[src/rtl/pe_sequencer_pkg.sv]
// Shared parameters for the PE sequencer: state encoding, cr bit map and cr decode.
// Latency: n/a (types, constants and a pure function only).
// Backpressure: n/a.
package pe_sequencer_pkg;

    localparam int CR_W  = 13;
    localparam int CNT_W = 16;

    // cr bit positions, named by their effect on the PE.
    localparam int CR_HOLD      = 1;   // accumulator keeps/loads its own value
    localparam int CR_RELU      = 2;   // ReLU on the output path
    localparam int CR_OUT_SEL   = 3;   // output path selects the accumulator stream
    localparam int CR_MAC       = 5;   // acc += w * a
    localparam int CR_SHIFT     = 8;   // arithmetic right shift into the accumulator
    localparam int CR_OUT_SHIFT = 11;  // shift results out toward the array edge

    typedef logic [CR_W-1:0]  cr_t;
    typedef logic [CNT_W-1:0] cnt_t;

    typedef enum logic [2:0] {
        ST_IDLE  = 3'd0,
        ST_CLEAR = 3'd1,
        ST_MAC   = 3'd2,
        ST_SHIFT = 3'd3,
        ST_ACT   = 3'd4,
        ST_DRAIN = 3'd5,
        ST_DONE  = 3'd6
    } state_t;

    // PE control word for a given state. Every bit not set here is 0; in
    // ACT that leaves cr_3/cr_9/cr_10/cr_11 low so the activation sees the
    // raw shifted accumulator before draining starts.
    function automatic cr_t cr_decode(input state_t st, input logic in_valid,
                                      input logic relu);
        cr_t cr;
        cr = '0;
        case (st)
            ST_MAC: begin
                // A missing beat must not corrupt the running sum: hold instead.
                if (in_valid) cr[CR_MAC]  = 1'b1;
                else          cr[CR_HOLD] = 1'b1;
            end
            ST_SHIFT: begin
                cr[CR_SHIFT] = 1'b1;
                cr[CR_HOLD]  = 1'b1;
            end
            ST_ACT: begin
                cr[CR_RELU] = relu;
            end
            ST_DRAIN: begin
                cr[CR_RELU]      = relu;
                cr[CR_OUT_SEL]   = 1'b1;
                cr[CR_OUT_SHIFT] = 1'b1;
                cr[CR_HOLD]      = 1'b1;
            end
            default: begin
                // IDLE, CLEAR, DONE: keep the accumulator untouched.
                cr[CR_HOLD] = 1'b1;
            end
        endcase
        return cr;
    endfunction

endpackage

[src/rtl/pe_sequencer_if.sv]
// Control/status bundle between a job issuer and the PE sequencer.
// Latency: n/a (wires only).
// Backpressure: none; in_valid qualifies each MAC beat, the sequencer stalls on it.
// Ports: master = job issuer (drives start/abort/cfg_*/in_valid),
//        slave  = sequencer (drives PE enables, cr, shift and status).
interface pe_sequencer_if;
    import pe_sequencer_pkg::*;

    logic        start;
    logic        abort;
    logic [15:0] cfg_num_macs;
    logic [7:0]  cfg_drain_len;
    logic [7:0]  cfg_shift;
    logic        cfg_relu;
    logic        in_valid;

    logic        enable_mac;
    logic        clear_mac;
    cr_t         cr;
    logic [7:0]  shift_fixed_point;
    logic        busy;
    logic        out_valid;
    logic        done;

    modport master (
        output start, abort, cfg_num_macs, cfg_drain_len, cfg_shift, cfg_relu, in_valid,
        input  enable_mac, clear_mac, cr, shift_fixed_point, busy, out_valid, done
    );

    modport slave (
        input  start, abort, cfg_num_macs, cfg_drain_len, cfg_shift, cfg_relu, in_valid,
        output enable_mac, clear_mac, cr, shift_fixed_point, busy, out_valid, done
    );

endinterface

[src/rtl/pe_sequencer.sv]
// Job sequencer for a PE array: CLEAR, MAC over num_macs beats, SHIFT, ACT, DRAIN, DONE.
// Latency: 1 cycle start->CLEAR; job = 1 + beats(+stalls) + 1 + 1 + (drain_len-1) + 1 cycles.
// Backpressure: MAC stalls (hold, no count) while in_valid=0; abort returns to IDLE next cycle.
// Ports: clk, reset (async, active-low), bus (pe_sequencer_if.slave: start/abort/cfg_*/
//        in_valid in; enable_mac/clear_mac/cr/shift_fixed_point/busy/out_valid/done out).
module pe_sequencer
    import pe_sequencer_pkg::*;
(
    input  logic           clk,
    input  logic           reset,
    pe_sequencer_if.slave  bus
);

    state_t      r_state;
    cnt_t        r_beat_cnt;
    cnt_t        r_drain_cnt;
    cnt_t        r_num_macs;
    logic [7:0]  r_drain_len;
    logic [7:0]  r_shift;
    logic        r_relu;

    state_t      w_state_nxt;
    cnt_t        w_beat_nxt;
    cnt_t        w_drain_nxt;
    cnt_t        w_beat_inc;
    cnt_t        w_drain_last;
    logic        w_capture;

    assign w_beat_inc   = r_beat_cnt + cnt_t'(1);
    // Index of the final DRAIN cycle; only consulted in DRAIN, where drain_len >= 2.
    assign w_drain_last = {8'd0, r_drain_len} - cnt_t'(1);

    assign bus.shift_fixed_point = r_shift;

    always_ff @(posedge clk or negedge reset) begin
        if (!reset) begin
            r_state     <= ST_IDLE;
            r_beat_cnt  <= '0;
            r_drain_cnt <= '0;
            r_num_macs  <= '0;
            r_drain_len <= '0;
            r_shift     <= '0;
            r_relu      <= 1'b0;
        end else begin
            r_state     <= w_state_nxt;
            r_beat_cnt  <= w_beat_nxt;
            r_drain_cnt <= w_drain_nxt;
            if (w_capture) begin
                r_num_macs  <= bus.cfg_num_macs;
                r_drain_len <= bus.cfg_drain_len;
                r_shift     <= bus.cfg_shift;
                r_relu      <= bus.cfg_relu;
            end
        end
    end

    always_comb begin
        w_state_nxt    = r_state;
        w_beat_nxt     = r_beat_cnt;
        w_drain_nxt    = r_drain_cnt;
        w_capture      = 1'b0;
        bus.busy       = (r_state != ST_IDLE);
        bus.out_valid  = 1'b0;
        bus.done       = 1'b0;
        bus.enable_mac = 1'b0;
        bus.clear_mac  = 1'b0;
        bus.cr         = cr_decode(r_state, bus.in_valid, r_relu);

        case (r_state)
            ST_IDLE: begin
                if (bus.start && !bus.abort) begin
                    w_capture   = 1'b1;
                    w_state_nxt = ST_CLEAR;
                end
            end
            ST_CLEAR: begin
                bus.clear_mac = 1'b1;
                w_beat_nxt    = '0;
                w_drain_nxt   = '0;
                w_state_nxt   = (r_num_macs == '0) ? ST_SHIFT : ST_MAC;
            end
            ST_MAC: begin
                bus.enable_mac = bus.in_valid;
                if (bus.in_valid) begin
                    if (r_beat_cnt != '1) w_beat_nxt = w_beat_inc;
                    if (w_beat_inc == r_num_macs) w_state_nxt = ST_SHIFT;
                end
            end
            ST_SHIFT: begin
                w_state_nxt = ST_ACT;
            end
            ST_ACT: begin
                bus.out_valid = 1'b1;
                // ACT already produces the first output beat, so DRAIN covers the rest.
                if (r_drain_len <= 8'd1) begin
                    w_state_nxt = ST_DONE;
                end else begin
                    w_drain_nxt = cnt_t'(1);
                    w_state_nxt = ST_DRAIN;
                end
            end
            ST_DRAIN: begin
                bus.out_valid = 1'b1;
                if (r_drain_cnt >= w_drain_last) begin
                    w_state_nxt = ST_DONE;
                end else if (r_drain_cnt != '1) begin
                    w_drain_nxt = r_drain_cnt + cnt_t'(1);
                end
            end
            ST_DONE: begin
                bus.done    = 1'b1;
                w_state_nxt = ST_IDLE;
            end
            default: begin
                w_state_nxt = ST_IDLE;
            end
        endcase

        // Abort beats every transition: wipe the accumulator this cycle, freeze
        // the PE otherwise, and report nothing for the abandoned job.
        if (bus.abort && (r_state != ST_IDLE)) begin
            w_state_nxt    = ST_IDLE;
            bus.clear_mac  = 1'b1;
            bus.enable_mac = 1'b0;
            bus.out_valid  = 1'b0;
            bus.done       = 1'b0;
            bus.cr         = cr_decode(ST_IDLE, 1'b0, 1'b0);
        end
    end

endmodule

[src/flat_wrapper.sv]
// flat-port wrapper written by rule: the top's interface ports become plain ports
module pe_sequencer_flat import pe_sequencer_pkg::*;
  (clk, reset, bus_start, bus_abort, bus_cfg_num_macs, bus_cfg_drain_len, bus_cfg_shift, bus_cfg_relu, bus_in_valid, bus_enable_mac, bus_clear_mac, bus_cr, bus_shift_fixed_point, bus_busy, bus_out_valid, bus_done);
  pe_sequencer_if bus_i ();
  input  logic clk;
  input  logic reset;
  input wire logic [$bits(bus_i.start)-1:0] bus_start;
  input wire logic [$bits(bus_i.abort)-1:0] bus_abort;
  input wire logic [$bits(bus_i.cfg_num_macs)-1:0] bus_cfg_num_macs;
  input wire logic [$bits(bus_i.cfg_drain_len)-1:0] bus_cfg_drain_len;
  input wire logic [$bits(bus_i.cfg_shift)-1:0] bus_cfg_shift;
  input wire logic [$bits(bus_i.cfg_relu)-1:0] bus_cfg_relu;
  input wire logic [$bits(bus_i.in_valid)-1:0] bus_in_valid;
  output wire logic [$bits(bus_i.enable_mac)-1:0] bus_enable_mac;
  output wire logic [$bits(bus_i.clear_mac)-1:0] bus_clear_mac;
  output wire logic [$bits(bus_i.cr)-1:0] bus_cr;
  output wire logic [$bits(bus_i.shift_fixed_point)-1:0] bus_shift_fixed_point;
  output wire logic [$bits(bus_i.busy)-1:0] bus_busy;
  output wire logic [$bits(bus_i.out_valid)-1:0] bus_out_valid;
  output wire logic [$bits(bus_i.done)-1:0] bus_done;
  assign bus_i.start = bus_start;
  assign bus_i.abort = bus_abort;
  assign bus_i.cfg_num_macs = bus_cfg_num_macs;
  assign bus_i.cfg_drain_len = bus_cfg_drain_len;
  assign bus_i.cfg_shift = bus_cfg_shift;
  assign bus_i.cfg_relu = bus_cfg_relu;
  assign bus_i.in_valid = bus_in_valid;
  assign bus_enable_mac = bus_i.enable_mac;
  assign bus_clear_mac = bus_i.clear_mac;
  assign bus_cr = bus_i.cr;
  assign bus_shift_fixed_point = bus_i.shift_fixed_point;
  assign bus_busy = bus_i.busy;
  assign bus_out_valid = bus_i.out_valid;
  assign bus_done = bus_i.done;
  pe_sequencer u_core (.clk(clk), .reset(reset), .bus(bus_i));
endmodule
[config.mk]
export PLATFORM = sky130hd
export DESIGN_NAME = pe_sequencer_flat
export DESIGN_NICKNAME = d
export VERILOG_FILES = /design/src/rtl/pe_sequencer_pkg.sv /design/src/rtl/pe_sequencer_if.sv /design/src/rtl/pe_sequencer.sv /design/src/flat_wrapper.sv
export SDC_FILE = /design/constraint.sdc
export NUM_CORES = 1
export LEC_CHECK = 0
export ABC_AREA = 1
export BUFFER_PORTS_ARGS = -buffer_cell sky130_fd_sc_hd__buf_2
export CAP_MARGIN = 5
export CORE_UTILIZATION = 58
export CTS_CLUSTER_SIZE = 24
export DETAILED_ROUTE_END_ITERATION = 8
export PLACE_DENSITY_LB_ADDON = 0.08
export SYNTH_ARGS = -nofsm -noshare
export SYNTH_HDL_FRONTEND = slang
export SYNTH_SLANG_ARGS = --single-unit
export TNS_END_PERCENT = 50
[constraint.sdc]
create_clock -name clk -period 2.85 [get_ports clk]
set_input_delay 0.1425 -clock clk [delete_from_list [all_inputs] [get_ports clk]]
set_output_delay 0.1425 -clock clk [all_outputs]
set_load 0.02 [all_outputs]
==> metrics.txt <==
WL/cell 13.8 um; Pwr per Cell Area a little under 800 mW/mm2; initial core utilization approximately three fifths; Total GRT Usage around 29%; RSZ-0062 raised after global routing no; post-synthesis async set-or-reset flop share between 90% and 100%; GR Overflow Total 0; minimum clock period approximately 2.5 ns; Clock transition at path regs 0.09 ns; CTS tree done; adder-cell share of the synthesized area under 10%; antenna viol nets, final 0; largest family of logic cells by synthesized area simple AND/OR/NAND/NOR gates; count of different cell masters after synthesis 38; routed via count between 4000 and 5000; Critical Path Sink u_core.r_drain_cnt[7]; worst reg-to-reg path cell count 15; Core ar. 0.00737 mm2; cell area after synthesis about 0.0045 mm2; cells after synthesis 600; Synth Register Bits a little under 70; Setup CP Type reg -> reg; status completed; number of synthesized flops with an enable pin 0; leakage power 2.42 nW; post-synthesis mux area share roughly 3.5%; # rows 31; largest net degree at the start of global routing 43; share of cells above drive strength 1 roughly 18%; Setup WS pre-CTS roughly 0.19 ns; Die Height between 90 and 100 um; top-area cell type share of the netlist area 37.8%; crit path max fanout 29; Final Core Density 70.2%; Primary FF master, synth dfrtp_1; CTS root buffer clkbuf_8; YS warnings 0; crit end category register; Slew @ Worst Pin ~0.65 ns; Synth area leader dfrtp_1; Slew Viols, Final 0; setup bufs post-CTS 0; post-synthesis simple-gate area fraction 30.6%; Synth Area in XOR/XNOR 3.30%; Finish-stage setup viols 0; Startpoint Class register; skew final around 0.013 ns; vias in the first global route between 3000 and 4000; RR Endpoint u_core.r_drain_cnt[7]; Total Wirelength between 10000 and 15000 um; clock sink total 68; Area growth syn-to-layout 14.7%; first-pass GRT wire length roughly 19000 um; HPWL Detailed approximately 7600 um; sequential area share after synthesis 37.8%; Arrival @ worst endpoint 2.83 ns; Die W ~90 um; layout net count ~730; reg2reg setup slack just over 0.3 ns; reg-to-reg startpoint u_core.r_drain_len[1]; Fin Setup TNS 0 ns; htree depth 3; crit path from u_core.r_drain_len[1]; clk buf depth 2; Mean Syn Cell Area between 7 and 8 um2; I/O Buffers 56; Routability Congestion approximately 0.88; I/O pins between 60 and 70; initial antenna violation count 0; max-cap violations 0; Final Hold Violating Endpoints 0; CTS Buf Count 9; Initial DRT Pass Iterations 5; Hold/Removal Path Class in -> reg; Period Utilization, post-route 89.2%; ANT cells 0; Max Fclk around 400 MHz; DR iter-0 viols around 250; Peak VDD IR between 0.5 and 0.6 mV; post-route setup slack just over 0.3 ns; DRC Markers 0; WP data required 3.14 ns; Compound-Gate Fraction of Synth Area 9.74%; Worst-Skew Late Latency 0.36 ns; die area about 0.0081 mm2; max_slew headroom a little under three fifths; top post-synthesis cells by area dfrtp_1, nand2_1, nand3_1; DR vias/cell roughly 5.3
==> critical path, cell delays in order (launching register included) <==
cell	delay, ns
dfrtp_1	0.40
inv_1	0.10
ha_1	0.20
nand2_1	0.10
or2_4	0.31
ha_1	0.30
nand2_1	0.09
inv_1	0.04
nand3_1	0.10
inv_1	0.07
a21oi_2	0.16
nand4_2	0.16
nand2_2	0.12
buf_12	0.19
nand2_1	0.07
o21ai_0	0.07
==> cell usage in the layout (no fill, tap or decap), types with 10 or more instances in the layout <==
cell type and instances:
nand2_1 127, nor2_1 77, inv_1 70, dfrtp_1 68, nand3_1 58, buf_2 56
a21oi_1 32, ha_1 20, xor2_1 15, o22ai_1 14, mux2_2 13, o21ai_0 11
dlygate4sd3_1 10
==> what timing repair did <==
action | in CTS | in global routing
resized for setup | 0 | 3
setup endpoints to repair | 0 | 14
hold buffers | 10 | 0
hold endpoints to repair | 35 | 0
==> power by group <==
group,switching [mW],internal [mW]
sequential,0.219,1.22
combinational,1.11,0.629
clock,0.442,0.416
==> routing by layer <==
metal,vias to the layer above,part of all wire [%],track usage [%]
li1,2081,-,-
met1,1873,50,41.7
met2,141,43,43.4
met3,14,5.7,5.25
met4,0,1.3,8.47
met5,-,0,0
==> registers in the layout (all words and copies together), names as in the netlist <==
signal / flops
u_core.r_beat_cnt: 16
u_core.r_drain_cnt: 16
u_core.r_num_macs: 16
u_core.bus.shift_fixed_point: 8
u_core.r_drain_len: 8
u_core.r_state: 3
u_core.r_relu: 1
==> cell type report <==
class | count | area, um2
Clock buffer | 9 | 124
Clock inverter | 7 | 81.3
Fill cell | 618 | 2200
Inverter | 74 | 278
Multi-Input combinational cell | 442 | 2410
Sequential cell | 68 | 1700
Tap cell | 99 | 124
Timing Repair Buffer | 72 | 450
==> how the worst min path moves through the flow <==
stage,cells past startpoint,to,from
2_1_floorplan,0,u_core.bus.shift_fixed_point[0],reset
3_3_place_gp,1,u_core.r_beat_cnt[6],reset
3_5_place_dp,1,u_core.r_beat_cnt[6],reset
4_1_cts,2,u_core.bus.shift_fixed_point[1],bus_cfg_shift[1]
5_1_grt,2,u_core.bus.shift_fixed_point[1],bus_cfg_shift[1]
6_report,2,u_core.bus.shift_fixed_point[1],bus_cfg_shift[1]
==> synthesized netlist by cell type, types with 2 or more instances <==
master,instances
nand2_1,128
nor2_1,77
inv_1,70
dfrtp_1,68
nand3_1,58
a21oi_1,33
ha_1,20
xor2_1,15
o22ai_1,14
mux2_2,13
buf_4,12
o21ai_0,11
nor3_1,10
nand2_2,8
nand4_1,8
o21ai_1,8
nor4_1,6
o21ai_2,5
buf_2,4
clkbuf_1,4
inv_2,4
nor2_4,4
a31oi_1,2
nor2_2,2
or2_2,2
xnor2_1,2
==> cells by family after synthesis <==
| group | count (synthesis) |
|---|---|
| simple gates | 308 |
| buf+inv | 96 |
| compound gates | 76 |
| flops | 68 |
| fa+ha+maj | 20 |
| xor+xnor | 17 |
| mux | 14 |
| other cells | 1 |
==> through the flow <==
stage / hold WS, ns / cells / total power [mW] / cell area (um2)
after floorplan: -0.153 / 606 / 2.72 / 4530
after global placement: 0.193 / 745 / 3.10 / 4850
after detailed placement: 0.204 / 745 / 3.15 / 4850
after CTS: 0.00177 / 771 / 4.03 / 5160
after global routing: 0.00538 / 771 / 4.32 / 5170
final: 0.0130 / 771 / 4.04 / 5170
Note: power is estimated with default switching activity, not from simulation.
